$ cat config.mk
export PLATFORM = sky130hd
export DESIGN_NAME = ram16x8_arbiter
export DESIGN_NICKNAME = d
export VERILOG_FILES = /design/src/rtl/ram16x8_arbiter.sv
export SDC_FILE = /design/constraint.sdc
export NUM_CORES = 1
export LEC_CHECK = 0
export CORE_ASPECT_RATIO = 1.1
export CORE_MARGIN = 2
export CORE_UTILIZATION = 40
export DETAILED_ROUTE_END_ITERATION = 8
export GPL_ROUTABILITY_DRIVEN = 0
export GPL_TIMING_DRIVEN = 0
export PLACE_DENSITY = 0.77
export SETUP_SLACK_MARGIN = 0.3
export SLEW_MARGIN = 20
export SYNTH_ARGS = -nofsm -noshare
export SYNTH_HDL_FRONTEND = slang
export SYNTH_SLANG_ARGS = --single-unit
$ cat constraint.sdc
create_clock -name clk_i -period 4.33 [get_ports clk_i]
set_input_delay 0.866 -clock clk_i [delete_from_list [all_inputs] [get_ports clk_i]]
set_output_delay 0.866 -clock clk_i [all_outputs]
set_load 0.05 [all_outputs]
$ cat src/rtl/ram16x8_arbiter.sv
// ram16x8_arbiter
//   Shares one single-port synchronous RAM (16x8 by default) between N_REQ
//   requesters. Commands are taken one at a time in round-robin order and
//   turned into the RAM's cs/w_en/op_en strobe protocol. Read data is
//   registered and returned to the issuing requester, held until accepted.
//   An optional sweep after reset writes zero to every word, because the
//   RAM's own reset clears only the word currently addressed.
//
// Ports
//   clk_i        system clock, all logic on the rising edge
//   reset_i      synchronous, active-high reset
//   req_valid_i  per-requester command valid
//   req_we_i     per-requester 1 = write, 0 = read
//   req_addr_i   packed addresses, requester i at [i*ADDR_W +: ADDR_W]
//   req_wdata_i  packed write data, requester i at [i*DATA_W +: DATA_W]
//   req_ready_o  one-hot accept strobe (combinational, IDLE only)
//   rsp_valid_o  one-hot read response valid (registered)
//   rsp_ready_i  per-requester response accept
//   rsp_data_o   shared read data, qualified by any rsp_valid_o bit
//   ram_*_o      registered RAM strobes, address and write data
//   ram_dout_i   RAM registered read data
//   init_done_o  high once the controller accepts requests
//   busy_o       high in every state except IDLE
module ram16x8_arbiter #(
  parameter int N_REQ      = 2,
  parameter int ADDR_W     = 4,
  parameter int DATA_W     = 8,
  parameter bit INIT_CLEAR = 1'b1
) (
  input  logic                    clk_i,
  input  logic                    reset_i,
  input  logic [N_REQ-1:0]        req_valid_i,
  input  logic [N_REQ-1:0]        req_we_i,
  input  logic [N_REQ*ADDR_W-1:0] req_addr_i,
  input  logic [N_REQ*DATA_W-1:0] req_wdata_i,
  output logic [N_REQ-1:0]        req_ready_o,
  output logic [N_REQ-1:0]        rsp_valid_o,
  input  logic [N_REQ-1:0]        rsp_ready_i,
  output logic [DATA_W-1:0]       rsp_data_o,
  output logic                    ram_cs_o,
  output logic                    ram_w_en_o,
  output logic                    ram_op_en_o,
  output logic [ADDR_W-1:0]       ram_addr_o,
  output logic [DATA_W-1:0]       ram_din_o,
  input  logic [DATA_W-1:0]       ram_dout_i,
  output logic                    init_done_o,
  output logic                    busy_o
);

  localparam int GW = (N_REQ > 1) ? $clog2(N_REQ) : 1;

  typedef enum logic [2:0] {
    S_INIT,
    S_IDLE,
    S_CMD,
    S_RD_CAP,
    S_RSP
  } state_t;

  state_t              state_q;
  logic                ram_cs_q;
  logic                ram_w_en_q;
  logic                ram_op_en_q;
  logic [ADDR_W-1:0]   ram_addr_q;
  logic [DATA_W-1:0]   ram_din_q;
  logic [DATA_W-1:0]   rsp_data_q;
  logic [N_REQ-1:0]    rsp_valid_q;
  logic                init_done_q;
  logic [GW-1:0]       last_grant_q;
  logic [GW-1:0]       owner_q;

  logic                grant_valid_d;
  logic [GW-1:0]       grant_idx_d;

  // Unpacked views of the per-requester command fields.
  logic [ADDR_W-1:0]   addr_arr [N_REQ];
  logic [DATA_W-1:0]   wdata_arr [N_REQ];

  for (genvar gi = 0; gi < N_REQ; gi++) begin : g_unpack
    assign addr_arr[gi]  = req_addr_i[gi*ADDR_W +: ADDR_W];
    assign wdata_arr[gi] = req_wdata_i[gi*DATA_W +: DATA_W];
  end

  // Round robin: candidates are visited from farthest to nearest after the
  // last grant, so the nearest valid requester is the one left standing.
  always_comb begin
    int      idx;
    logic [GW-1:0] cand;
    grant_valid_d = 1'b0;
    grant_idx_d   = '0;
    idx           = 0;
    cand          = '0;
    for (int k = N_REQ; k >= 1; k--) begin
      idx = int'(last_grant_q) + k;
      if (idx >= N_REQ) idx = idx - N_REQ;
      cand = GW'(idx);
      if (req_valid_i[cand]) begin
        grant_valid_d = 1'b1;
        grant_idx_d   = cand;
      end
    end
  end

  assign req_ready_o = (state_q == S_IDLE && grant_valid_d) ?
                       (N_REQ'(1) << grant_idx_d) : '0;

  always_ff @(posedge clk_i) begin
    if (reset_i) begin
      state_q      <= INIT_CLEAR ? S_INIT : S_IDLE;
      ram_cs_q     <= 1'b0;
      ram_w_en_q   <= 1'b0;
      ram_op_en_q  <= 1'b0;
      ram_addr_q   <= '0;
      ram_din_q    <= '0;
      rsp_data_q   <= '0;
      rsp_valid_q  <= '0;
      init_done_q  <= 1'b0;
      // Pointing at the last requester makes requester 0 first in line.
      last_grant_q <= GW'(N_REQ - 1);
      owner_q      <= '0;
    end else begin
      case (state_q)
        S_INIT: begin
          // The first INIT cycle only raises the strobes; ram_addr_q then
          // doubles as the sweep counter.
          if (!ram_cs_q) begin
            ram_cs_q    <= 1'b1;
            ram_w_en_q  <= 1'b1;
            ram_op_en_q <= 1'b0;
            ram_addr_q  <= '0;
            ram_din_q   <= '0;
          end else if (ram_addr_q == '1) begin
            ram_cs_q    <= 1'b0;
            ram_w_en_q  <= 1'b0;
            init_done_q <= 1'b1;
            state_q     <= S_IDLE;
          end else begin
            ram_addr_q <= ram_addr_q + 1'b1;
          end
        end
        S_IDLE: begin
          init_done_q <= 1'b1;
          if (grant_valid_d) begin
            ram_cs_q     <= 1'b1;
            ram_w_en_q   <= req_we_i[grant_idx_d];
            ram_op_en_q  <= ~req_we_i[grant_idx_d];
            ram_addr_q   <= addr_arr[grant_idx_d];
            ram_din_q    <= wdata_arr[grant_idx_d];
            owner_q      <= grant_idx_d;
            last_grant_q <= grant_idx_d;
            state_q      <= S_CMD;
          end
        end
        S_CMD: begin
          ram_cs_q    <= 1'b0;
          ram_w_en_q  <= 1'b0;
          ram_op_en_q <= 1'b0;
          state_q     <= ram_w_en_q ? S_IDLE : S_RD_CAP;
        end
        S_RD_CAP: begin
          rsp_data_q  <= ram_dout_i;
          rsp_valid_q <= N_REQ'(1) << owner_q;
          state_q     <= S_RSP;
        end
        S_RSP: begin
          if (rsp_ready_i[owner_q]) begin
            rsp_valid_q <= '0;
            state_q     <= S_IDLE;
          end
        end
        default: state_q <= S_IDLE;
      endcase
    end
  end

  assign rsp_valid_o = rsp_valid_q;
  assign rsp_data_o  = rsp_data_q;
  assign ram_cs_o    = ram_cs_q;
  assign ram_w_en_o  = ram_w_en_q;
  assign ram_op_en_o = ram_op_en_q;
  assign ram_addr_o  = ram_addr_q;
  assign ram_din_o   = ram_din_q;
  assign init_done_o = init_done_q;
  assign busy_o      = (state_q != S_IDLE);

endmodule

==> results.json, run 1 <==
{
  "outcome": "finished, final reports clean",
  "synth_cell_types": 41,
  "fin_crit_sh_pct": 89.1,
  "io_pins": 69,
  "crit_chain": "clkdlybuf4s50_1 > a21boi_2 > buf_2 > nor2_1 > clkdlybuf4s50_1",
  "viasPerCell": 5.03,
  "crit_path_top_delay_cell": "clkdlybuf4s50_1",
  "final_cell_mix": "clkdlybuf4s50_1 (67), dfxtp_1 (31), nand2_1 (29)",
  "ant_nets": 0,
  "start_util_pct": 41.3,
  "synth_seq_area_share_pct": 41.8,
  "whs_ns": 0.448,
  "cts-resized-gates": 1,
  "yosys.area_share.simple_pct": 21.6,
  "synth_compound_area_share_pct": 21.2,
  "layout_commonest_cell": "clkdlybuf4s50_1",
  "globalRoute.totalOverflow": 0,
  "area.growth.synth_to_final_pct": 55.8,
  "postCtsSetupRepairBufs": 0,
  "clkSinkCount": 31,
  "endpoint_kind": "output port",
  "drc_errors": 0,
  "setup_viol": 0,
  "synth_top_family_by_area": "simple AND/OR/NAND/NOR gates",
  "final_max_slew_viol_count": 0,
  "min_path_type": "reg2reg",
  "fin_tns_setup_ns": 0,
  "rsz0062_at_grt": "no",
  "path_clk_slew_ns": 0.06,
  "grt_pass1_vias": 1373,
  "fillerInstances": 333,
  "avgSynthCellArea_um2": 8.35,
  "min_period_ns": 3.86,
  "drtIter0Drc": 36,
  "crit_required_ns": 3.46,
  "worstSkewPairLatency_ns": 0.27,
  "synthFlopType": "dfxtp_1",
  "instances_no_fill": 303,
  "syn_area_mm2": 0.00149,
  "numCtsBuffers": 5,
  "slowest_delay_ns": 0.71,
  "hpwl_mm": 2.85,
  "io_buffers": 68,
  "synthMuxAreaShare_pct": 10.5,
  "h-tree-depth": 2,
  "cp.arrival_ns": 2.99,
  "clock_skew_ns": 0.00341,
  "grt_pass1_wl_mm": 6.22,
  "root_buffer": "clkbuf_8",
  "place_area_mm2": 0.00223,
  "antenna_found_initial": 0,
  "die_w_um": 62.1,
  "cts_tree": "done",
  "synth_xor_area_share_pct": 0,
  "powerDensity_mw_per_mm2": 256,
  "synth.ff_latch_count": 31,
  "wl_mm": 3.80,
  "crit_type": "in2out",
  "wire_per_inst_um": 12.5,
  "leakagePower_nw": 0.825,
  "die_area_mm2": 0.00422,
  "cap_violations": 0,
  "tightest_slew_ns": 0.727,
  "start_kind": "input pin",
  "drive_gt1_share_pct": 7.51,
  "cp_max_fo": 10,
  "synth_edf_count": 0,
  "crit_top_cell": "clkdlybuf4s50_1",
  "synthCells": 178,
  "hold_viol_final": 0,
  "design_area_mm2": 0.00232,
  "yosysWarnings": 0,
  "grtUsageTotal_pct": 18.7,
  "drt_first_pass_iters": 4,
  "fmax_mhz": 259,
  "place_inst": 296,
  "crit_family": "buffers and inverters",
  "num_rows": 23,
  "diodes": 0,
  "synthAdderAreaFrac_pct": 0.842,
  "ctsLongestPathBuffers": 2,
  "vias": 1524,
  "design.core.area_mm2": 0.00360,
  "max-vdd-ir-drop_uv": 190,
  "die_height_um": 67.9,
  "grt_max_degree": 11,
  "synth_nets": 219,
  "nets": 294,
  "postCtsHoldBufs": 0,
  "relSlewSlack_pct": 51.3,
  "synth-async-reset-ratio_pct": 0,
  "critical_path.n_buffers_inverters": 3
}
-- worst paths after layout --
path                  startpoint        endpoint  slack [ns]  cells after the start
hold / removal      ram_din_o[7]    ram_din_o[7]        0.45                      2
setup / recovery  req_valid_i[1]  req_ready_o[0]        0.47                      5
hold reg to reg     ram_din_o[7]    ram_din_o[7]        0.45                      2
setup reg to reg   ram_addr_o[0]   ram_addr_o[1]        2.51                      5
-- cells by family (layout without fill, tap and decap cells) --
kind of cell	after synthesis	count (layout)
adder cells (fa/ha/maj)	1	1
flip-flops	31	31
multiplexers	15	15
AND/OR/NAND/NOR	65	65
AO/OA/AOI/OAI	51	51
buffers and inverters	15	90
-- worst reg2reg max path, cell delays in order (launching register included) --
cell	delay, ns
dfxtp_1	0.40
ha_1	0.24
nand4_1	0.18
o211ai_1	0.57
a31oi_1	0.08
a221oi_1	0.28
-- synth_stat cells (2+ instances only) --
| cell type | count | area share, % |
|---|---|---|
| nor2_1 | 13 | 3.3 |
| a31oi_1 | 4 | 1.7 |
| o32ai_1 | 2 | 1.2 |
| nand3_1 | 2 | 0.67 |
| nor2b_1 | 3 | 1.3 |
| o21ai_0 | 3 | 1.0 |
| a21oi_1 | 19 | 6.4 |
| dfxtp_1 | 31 | 42 |
| nor3_1 | 3 | 1.0 |
| clkbuf_1 | 5 | 1.3 |
| o21ai_1 | 8 | 2.7 |
| mux2i_1 | 10 | 6.7 |
| mux2_2 | 5 | 3.8 |
| a221oi_1 | 2 | 1.2 |
| nand2_1 | 29 | 7.3 |
| nand2b_1 | 4 | 1.7 |
| inv_1 | 5 | 1.3 |
| o21bai_1 | 3 | 1.5 |
| o22ai_1 | 2 | 0.84 |
| buf_2 | 3 | 1.0 |
| o211ai_1 | 2 | 1.0 |
-- power by group --
group	internal, mW	switching (mW)
Combinational	0.0474	0.0316
Sequential	0.287	0.00205
Clock	0.124	0.100
-- per-layer routing --
metal	track usage [%]	share of wire, %	vias to the layer above
met5	0	0	-
met4	7.50	1.2	0
met3	6.41	7.3	6
met2	31.0	46	44
met1	22.6	46	690
li1	-	-	784
-- registers in the layout, indices dropped and copies added, names as in the netlist --
| signal | count |
|---|---|
| init_done_o | 1 |
| ram_cs_o | 1 |
| ram_din_o | 8 |
| owner_q | 1 |
| ram_addr_o | 4 |
| rsp_valid_o | 2 |
| ram_op_en_o | 1 |
| ram_w_en_o | 1 |
| state_q | 3 |
| rsp_data_o | 8 |
| last_grant_q | 1 |
-- metrics by stage --
stage	total power, mW	utilization, %	setup WS, ns
4_1_cts	0.598	64.4	0.424
3_5_place_dp	0.375	62.0	0.218
6_report	0.593	64.4	0.472
3_3_place_gp	0.375	62.0	0.207
5_1_grt	0.615	64.4	0.301
2_1_floorplan	0.328	-	1.53
-- final cells by class --
| cell class | instances | area [um^2] | area share, % |
|---|---|---|---|
| sequential | 31 | 621 | 26.8 |
| multi-input combinational | 132 | 806 | 34.8 |
| clock inverter | 1 | 5.00 | 0.216 |
| inverter | 6 | 22.5 | 0.972 |
| clock buffer | 6 | 82.6 | 3.57 |
| buffer | 9 | 37.5 | 1.62 |
| tap | 50 | 62.6 | 2.70 |
| timing repair buffer | 68 | 679 | 29.3 |
Power figures use the tool's default switching activity.
==> inputs of run 2 (changes only) <==
--- a/config.mk
+++ b/config.mk
@@ -5,13 +5,14 @@
 export SDC_FILE = /design/constraint.sdc
 export NUM_CORES = 1
 export LEC_CHECK = 0
+export ABC_AREA = 1
 export CORE_ASPECT_RATIO = 1.1
 export CORE_MARGIN = 2
 export CORE_UTILIZATION = 40
 export DETAILED_ROUTE_END_ITERATION = 8
 export GPL_ROUTABILITY_DRIVEN = 0
 export GPL_TIMING_DRIVEN = 0
-export PLACE_DENSITY = 0.77
+export PLACE_DENSITY = 0.75
 export SETUP_SLACK_MARGIN = 0.3
 export SLEW_MARGIN = 20
 export SYNTH_ARGS = -nofsm -noshare
==> run 2 against run 1 <==
Against the previous run: final area is 8.4% higher; first-iteration DRC count up 140%; worst setup slack better by 0.077 ns; critical endpoint is now req_ready_o[1]; power is 91% higher; clock power increased by 12%; non-clock buffer count fell by 3; synthesized cell count is 53% higher; cell count up 32%; critical path depth grew 1; sequential share of layout area shrank 2.1 points; register-to-register slack gained 0.38 ns.
==> results.json, run 2 <==
{
  "outcome": "finished, final reports clean",
  "critical_path.n_buffers_inverters": 3,
  "drtIter0Drc": 87,
  "tightest_slew_ns": 0.533,
  "die_area_mm2": 0.00471,
  "crit_path_top_delay_cell": "clkdlybuf4s50_1",
  "synthCells": 272,
  "yosysWarnings": 0,
  "avgSynthCellArea_um2": 6.14,
  "clkPwrFrac_pct": 22.2,
  "synth_edf_count": 0,
  "power_switching_mw": 0.469,
  "clock_skew_ns": 0.00539,
  "design.core.area_mm2": 0.00399,
  "antenna_found_initial": 0,
  "start_kind": "input pin",
  "gr-usage-met3_pct": 5.49,
  "min_period_ns": 3.78,
  "grt_max_degree": 11,
  "grt_pass1_wl_mm": 7.26,
  "cp.arrival_ns": 2.92,
  "design_area_mm2": 0.00251,
  "die_height_um": 71.8,
  "synth_area_leaders": "dfxtp_1 (37%), nand2_1 (19%), nor2_1 (13%), inv_1 (6.5%), nand3_1 (4.5%)",
  "ctsLongestPathBuffers": 2,
  "place_area_mm2": 0.00240,
  "postCtsHoldBufs": 0,
  "drc_errors": 0,
  "die_w_um": 65.6,
  "powerDensity_mw_per_mm2": 450,
  "met2_usage_pct": 32.8,
  "drt_first_pass_iters": 4,
  "area.growth.synth_to_final_pct": 50.4,
  "seq_power_share_pct": 32.3,
  "grt_pass1_vias": 1699,
  "fin_tns_setup_ns": 0,
  "cts_tree": "done",
  "io_buffers": 67,
  "root_buffer": "clkbuf_8",
  "slowest_delay_ns": 0.84,
  "synth_top_area_cell": "dfxtp_1",
  "synth_cell_types": 22,
  "rsz0062_at_grt": "no",
  "max-vdd-ir-drop_uv": 246,
  "viasPerCell": 4.57,
  "synthFlopType": "dfxtp_1",
  "syn_area_mm2": 0.00167,
  "fillerInstances": 364,
  "cap_violations": 0,
  "yosys-top-cells-count": "nand2_1 (86), nor2_1 (58), dfxtp_1 (31)",
  "layout_commonest_cell": "nand2_1",
  "hp-start": "rsp_valid_o[1]",
  "globalRoute.totalOverflow": 0,
  "crit_required_ns": 3.46,
  "path_clk_slew_ns": 0.06,
  "io_pins": 69,
  "clkSinkCount": 31,
  "crit_family": "buffers and inverters",
  "synth.ff_latch_count": 31,
  "min_path_type": "reg2reg",
  "final_cell_mix": "nand2_1 (86), clkdlybuf4s50_1 (66), nor2_1 (58)",
  "synth-async-reset-ratio_pct": 0,
  "final_max_slew_viol_count": 0,
  "vias": 1822,
  "worstSkewPairLatency_ns": 0.28,
  "h-tree-depth": 2,
  "relSlewSlack_pct": 64.4,
  "grtUsageMet1_pct": 24.1,
  "diodes": 0,
  "crit_chain": "clkdlybuf4s50_1 > nand2_1 > nand2_1 > buf_4 > nor2_1 > clkdlybuf4s50_1",
  "num_rows": 24,
  "grtUsageTotal_pct": 19.3,
  "synth_seq_area_share_pct": 37.2,
  "ant_nets": 0,
  "comb_power_share_pct": 45.5,
  "setup_viol": 0,
  "cp_max_fo": 10,
  "nets": 387,
  "yosysMostFrequentCell": "nand2_1",
  "fmax_mhz": 264,
  "critPathLaunch": "req_valid_i[0]",
  "start_util_pct": 41.8,
  "numCtsBuffers": 5,
  "swShare_pct": 41.5,
  "grt.busiest_layer": "met2",
  "drive_gt1_share_pct": 8.07,
  "netlist.area_leader.share_pct": 37.2,
  "hpwl_mm": 3.27,
  "p_int_mw": 0.661,
  "synth_nets": 313,
  "fin_crit_sh_pct": 87.3,
  "hold_viol_final": 0,
  "wire_per_inst_um": 10.8,
  "wl_mm": 4.29,
  "leakagePower_nw": 1.16,
  "crit_type": "in2out",
  "r2r-start": "last_grant_q",
  "endpoint_kind": "output port"
}
-- run 2: worst paths after layout --
path | endpoint | cells past startpoint | slack, ns
setup / recovery | req_ready_o[1] | 6 | 0.55
setup reg to reg | ram_din_o[6] | 7 | 2.89
hold / removal | rsp_valid_o[1] | 2 | 0.47
hold reg to reg | rsp_valid_o[1] | 2 | 0.47
-- run 2: layout make-up --
class | instances | area [um^2] | area share (%)
timing repair buffer | 67 | 673 | 26.8
multi-input combinational | 199 | 875 | 34.8
clock inverter | 1 | 7.51 | 0.299
sequential | 31 | 621 | 24.7
clock buffer | 7 | 96.3 | 3.84
tap | 52 | 65.1 | 2.59
inverter | 35 | 131 | 5.23
buffer | 7 | 42.5 | 1.69
-- run 2: kinds of logic after synthesis --
family | count (synthesis) | synth area share (%)
simple gates | 174 | 44.5
buf+inv | 42 | 10.4
flops | 31 | 37.2
compound gates | 24 | 7.20
fa+ha+maj | 1 | 0.750
-- run 2: power groups by stage --
stage / clock network [mW] / registers, mW / logic, mW
global route: 0.273 / 0.373 / 0.563
CTS: 0.259 / 0.365 / 0.521
finish: 0.251 / 0.365 / 0.515
global placement: 0 / 0.370 / 0.512
detailed placement: 0 / 0.371 / 0.520
floorplan: 0 / 0.500 / 0.222
-- run 2: routing by layer --
metal  vias up  wire [um]
met1       782       1940
li1        982          -
met3         4        308
met2        54       2030
met5         -          0
met4         0         23
-- run 2: what timing repair did --
action,CTS,global route
resized for setup,0,1
setup buffers,0,0
setup endpoints to repair,0,1
-- run 2: through the flow --
step | worst slack [ns] | hold slack (ns) | utilization (%) | total power [mW] | cells
6_report | 0.549 | 0.466 | 62.9 | 1.13 | 399
5_1_grt | 0.458 | 0.489 | 62.9 | 1.21 | 399
2_1_floorplan | 1.44 | 0.429 | - | 0.722 | 272
4_1_cts | 0.395 | 0.469 | 62.8 | 1.15 | 399
3_3_place_gp | 0.447 | 0.448 | 60.2 | 0.882 | 391
3_5_place_dp | 0.397 | 0.457 | 60.2 | 0.891 | 391
-- run 2: worst min-delay path: stages (launching register included) --
cell and delay, ns:
dfxtp_1 0.31, nand2_1 0.06, a21oi_1 0.05
